File: config.mk
export PLATFORM = sky130hd
export DESIGN_NAME = imem_responder
export DESIGN_NICKNAME = d
export VERILOG_FILES = /design/src/rtl/imem_responder_pkg.sv /design/src/rtl/imem_array.sv /design/src/rtl/imem_responder.sv
export SDC_FILE = /design/constraint.sdc
export NUM_CORES = 2
export LEC_CHECK = 0
export ABC_CLOCK_PERIOD_IN_PS = 2620
export CAP_MARGIN = 10
export CORE_MARGIN = 5
export CORE_UTILIZATION = 60
export CTS_CLUSTER_SIZE = 20
export DETAILED_ROUTE_END_ITERATION = 7
export PLACE_DENSITY_LB_ADDON = 0.2
export SLEW_MARGIN = 20
export SYNTH_ARGS = -nofsm -noshare
export SYNTH_HDL_FRONTEND = slang
export SYNTH_SLANG_ARGS = --single-unit
File: constraint.sdc
create_clock -name clk -period 2.62 [get_ports clk]
set_clock_uncertainty 0.1 [all_clocks]
set_input_delay 0.524 -clock clk [delete_from_list [all_inputs] [get_ports clk]]
set_output_delay 0.524 -clock clk [all_outputs]
set_load 0.02 [all_outputs]
File: src/rtl/imem_responder_pkg.sv
// Shared definitions for the instruction-memory responder: FSM encoding and
// the word returned for misaligned fetches.
package imem_responder_pkg;

  typedef enum logic [1:0] {
    IDLE = 2'd0,
    WAIT = 2'd1,
    RESP = 2'd2
  } imem_state_e;

  localparam logic [31:0] NOP_WORD = 32'h0000_0000;
  localparam int          WCNT_W   = 4;

endpackage

File: src/rtl/imem_array.sv
// Word-addressed instruction store: synchronous write port plus a read port
// whose data register is loaded only when i_re is asserted.
module imem_array #(
  parameter int DEPTH_LOG2 = 6
) (
  input  logic                  clk,
  input  logic                  reset,
  input  logic                  i_we,
  input  logic [DEPTH_LOG2-1:0] i_waddr,
  input  logic [31:0]           i_wdata,
  input  logic                  i_re,
  input  logic [DEPTH_LOG2-1:0] i_raddr,
  output logic [31:0]           o_rdata
);

  logic [31:0] r_mem [2**DEPTH_LOG2];
  logic [31:0] r_rdata;

  // Contents survive reset so a loaded program persists.
  always_ff @(posedge clk) begin
    if (i_we) r_mem[i_waddr] <= i_wdata;
  end

  // Same-edge write to the read index yields the old word.
  always_ff @(posedge clk or negedge reset) begin
    if (!reset)    r_rdata <= '0;
    else if (i_re) r_rdata <= r_mem[i_raddr];
  end

  assign o_rdata = r_rdata;

endmodule

File: src/rtl/imem_responder.sv
// Single-outstanding instruction fetch responder with a fixed WAIT_CYCLES
// latency; flush abandons the fetch, response holds until accepted.
module imem_responder
  import imem_responder_pkg::*;
#(
  parameter int WAIT_CYCLES = 2,
  parameter int DEPTH_LOG2  = 6
) (
  input  logic                  clk,
  input  logic                  reset,
  input  logic                  req_valid,
  input  logic [31:0]           req_addr,
  output logic                  req_ready,
  input  logic                  flush,
  input  logic                  rsp_accept,
  output logic                  rsp_valid,
  output logic [31:0]           rsp_instr,
  output logic [31:0]           rsp_addr,
  output logic                  rsp_misaligned,
  input  logic                  prog_we,
  input  logic [DEPTH_LOG2-1:0] prog_addr,
  input  logic [31:0]           prog_data
);

  localparam logic [WCNT_W-1:0] WAIT_INIT = WCNT_W'(WAIT_CYCLES);
  localparam bit                NO_WAIT   = (WAIT_CYCLES == 0);

  imem_state_e           r_state, w_next;
  logic [WCNT_W-1:0]     r_wait_cnt;
  logic [31:0]           r_addr;
  logic [31:0]           w_rdata;
  logic                  w_accept, w_wait_done, w_rd_en;
  logic [DEPTH_LOG2-1:0] w_rd_idx;

  assign w_accept    = (r_state == IDLE) && req_valid && !flush;
  assign w_wait_done = (r_state == WAIT) && !flush && (r_wait_cnt <= WCNT_W'(1));
  assign w_rd_en     = (w_accept && NO_WAIT) || w_wait_done;
  // Zero-wait fetches read on the accepting edge, before r_addr is loaded.
  assign w_rd_idx    = (r_state == IDLE) ? req_addr[DEPTH_LOG2+1:2]
                                         : r_addr[DEPTH_LOG2+1:2];

  always_ff @(posedge clk or negedge reset) begin
    if (!reset) r_state <= IDLE;
    else        r_state <= w_next;
  end

  always_comb begin
    w_next = r_state;
    case (r_state)
      IDLE:    if (w_accept) w_next = NO_WAIT ? RESP : WAIT;
      WAIT:    if (flush) w_next = IDLE;
               else if (w_wait_done) w_next = RESP;
      RESP:    if (flush || rsp_accept) w_next = IDLE;
      default: w_next = IDLE;
    endcase
  end

  always_comb begin
    req_ready = (r_state == IDLE);
    rsp_valid = (r_state == RESP);
  end

  always_ff @(posedge clk or negedge reset) begin
    if (!reset) begin
      r_wait_cnt <= '0;
      r_addr     <= '0;
    end else if (w_accept) begin
      r_wait_cnt <= WAIT_INIT;
      r_addr     <= req_addr;
    end else if (r_state == WAIT) begin
      r_wait_cnt <= flush ? '0 : r_wait_cnt - WCNT_W'(1);
    end
  end

  imem_array #(.DEPTH_LOG2(DEPTH_LOG2)) u_array (
    .clk     (clk),
    .reset   (reset),
    .i_we    (prog_we),
    .i_waddr (prog_addr),
    .i_wdata (prog_data),
    .i_re    (w_rd_en),
    .i_raddr (w_rd_idx),
    .o_rdata (w_rdata)
  );

  // r_addr only changes on acceptance, so these hold steady through RESP.
  assign rsp_addr       = r_addr;
  assign rsp_misaligned = (r_addr[1:0] != 2'b00);
  assign rsp_instr      = rsp_misaligned ? NOP_WORD : w_rdata;

endmodule

==> results.md <==
* NumNets Final at ~6.6k
* Grt ovf at 0
* Max cap viols at 0
* Synth cell types at 68
* CP max FO at 8
* Final worst slack at -0.6496 ns
* Critical path arrival at 3.88 ns
* Die area at approximately 0.15 sq mm
* Initial core utilization at between 60 and 70%
* Height of the die at around 380 microns
* CP Cell Sequence: buf_12 -> nor3b_4 -> nor2_4 -> buf_12 -> buf_16 -> buf_16 -> buf_16 -> buf_6 -> nand2_2 -> nand3_1 -> nand4_1 -> nand4_1 -> buf_4 -> a2bb2oi_2
* I/O Buffers at about 140
* Initial antenna violation count at 11
* Slew Limit Fails at 0
* First-pass GRT wire length at roughly 380000 microns
* Die Wd at about 380 microns
* Most instantiated cells after synthesis: edfxtp_1, nand2_1, nand3_1
* CTS tree: built
* Synth top area cells: edfxtp_1, nand2_1, mux2i_1
* Leakage at roughly 37 nW
* Sequential area share after synthesis at 76.21%
* # DRC at 0
* Fmax at between 300 and 400 MHz
* Vias in the first global route at around 56k
* Top_reg_cell synth: edfxtp_1
* Worst Hold Class: in -> reg
* Crit-path most repeated cell: buf_16
* Syn_nets at 5676
* Failing checks: setup timing
* Hold Vio Cnt, Final at 0
* Slew headroom at between 20% and 30%
* Clock root cell: clkbuf_16
* Buffers & Inverters on Critical Path at 7
* Area occupied by registers at 0.06325 sq mm
* Cts bufs inserted at 202
* Async set or reset register ratio after synthesis at under 10%
* Syn Inst Count at 5598
* Post-layout min period at ~3.3 ns
* Delay-heaviest family, CP: simple AND/OR/NAND/NOR gates
* Setup Viol. Count Final at 63
* Worst-case clock buffer depth at 3
* Post-synth EDFFs at 2048
* Place WS at -1.448 ns
* Yosys top cell by area: edfxtp_1
* RSZ-0062 raised after global routing: true
* Worst-Margin Slew at roughly 1.1 ns
* First DRT Iteration DRCs at around 9.4k
* Share of cells above drive strength 1 at a little over a quarter
* Kind of critical path: reg -> reg
* Wire per inst at 32.03 microns
* H-Tree Depth at 4
* Largest net degree at the start of global routing at 73
* CTS clk-pin slew, worst paths at about 0.06 ns
* Status: complete, but fails checks
* Post-DP HPWL at between 150000 and 200000 microns
* Multi-input logic area at 0.02009 sq mm
* Crit. End Element: register
* Syn. warnings at 0
* Row cnt at about 140
* Via count at approximately 58k
* Startpoint Class: register
* Seq cells post-synth at ~2.1k
* Drt total wl at roughly 270000 microns
* Final Cycle Share at 124.8%
* Final TNS setup at -21.20 ns
* Area Growth Syn to Fin at 27.38%
* Core area at around 0.14 sq mm
* Count leader, synth: edfxtp_1
* Fillcell total at between 7k and 8k
* Global Route Usage Sum at a little over a third
* Max incr delay on CP at approximately 0.46 ns
* Power, Total at 0.1022 W
* P per Cell Area at a little under 1000 mW/mm^2
* Share of Yosys cell area claimed by the top area cell type at around 74%
* CP required at 3.23 ns
* GP Congestion at 0.8895
* Syn Std Cell Area at just over 0.08 sq mm
* Worst path slowest cell: dfrtp_2
* TritonRoute pass-1 iters at 7
* Post-route ant nets at 0
* Final core occ at between 70% and 80%
* Clock Sinks at roughly 2.1k
* Max VDD drop at just under 700 uV
* Worst-skew pair later-pin latency at about 0.84 ns
* Vias per std cell at between 6 and 7
* Syn_area_per_cell at ~15 sq um
* # IOs at 143
==> logic make-up (layout without fill, tap and decap cells) <==
group	Yosys count	after routing	share of synthesized area (%)
other	0	4	0
multiplexers	331	331	4.084
AO/OA/AOI/OAI	795	795	6.956
flip-flops	2118	2118	76.21
adder cells (fa/ha/maj)	2	2	0.03015
AND/OR/NAND/NOR	1950	1950	10.41
buffers and inverters	402	1524	2.314
==> what timing repair did <==
item / 4_1_cts / 5_1_grt
hold buffers: 3 / 0
cloned: 22 / 14
pin swaps: 81 / 135
buffers inserted: 116 / 60
hold endpoints to repair: 70 / 0
gates resized for setup: 528 / 177
setup endpoints to repair: 72 / 68
==> metal layers <==
layer	vias to the layer above	wire (microns)	global-route usage (%)
met5	-	34	0
met4	6	21250	22.40
met3	992	36500	8.871
met2	4772	122800	54.49
met1	28441	92190	47.52
li1	23549	-	-
==> cell usage in the layout, fill, tap and decap left out, types with 39 or more instances in the layout <==
cell type and instances:
o221ai_1 52, o21ai_0 169, a211oi_1 39, clkdlybuf4s50_1 68
a32oi_1 80, buf_4 587, buf_6 118, clkinv_1 39
clkbuf_1 48, buf_12 270, nor3_1 41, a31oi_1 110
nand4_1 134, clkbuf_16 220, dfrtp_1 68, nand3_1 420
mux2_2 58, mux2i_1 261, edfxtp_1 2048, a21oi_1 49
nor2_4 64, nor2_1 136, nand2_1 974, and3_1 64
==> area by class of cell <==
class | count | share of cell area, %
antenna | 4 | 0.009468
tap | 1794 | 2.123
clock buffer | 269 | 5.242
multi-input combinational | 3078 | 19.01
inverter | 7 | 0.02485
sequential | 2118 | 59.83
clock inverter | 100 | 0.8604
timing repair buffer | 1148 | 12.90
==> path summary, 6_finish.rpt <==
check	start	to	slack [ns]	cells after the start
hold reg to reg	rsp_addr[28]	rsp_addr[28]	0.40	1
setup reg to reg	r_state[1]	u_array.o_rdata[22]	-0.65	14
hold / removal	prog_data[7]	u_array.r_mem[55][7]	0.05	1
setup / recovery	r_state[1]	u_array.o_rdata[22]	-0.65	14
min in group asynchronous	reset	u_array.o_rdata[27]	0.57	3
max in group asynchronous	reset	u_array.o_rdata[29]	0.79	4
==> per-stage QoR <==
stage	std cells	area [sq um]	hold slack (ns)
finish	8518	105700	0.05170
global route	8515	105700	0.03202
CTS	8451	104200	0.007042
detailed placement	7943	94530	0.3146
global placement	7943	94530	0.3146
floorplan	5598	83180	0.1284
==> registers in the layout, summed over array words and instances, names as in the netlist <==
register         count
r_state              2
u_array.o_rdata     32
rsp_addr            32
u_array.r_mem     2048
r_wait_cnt           4
==> report_power, final <==
part | internal, W | switching, W | leakage, nW
Sequential | 0.0378 | 0.000750 | 19.2
Combinational | 0.0154 | 0.0195 | 14.5
Clock | 0.0163 | 0.0125 | 3.14
No activity file was read; power rests on OpenSTA's default activity.
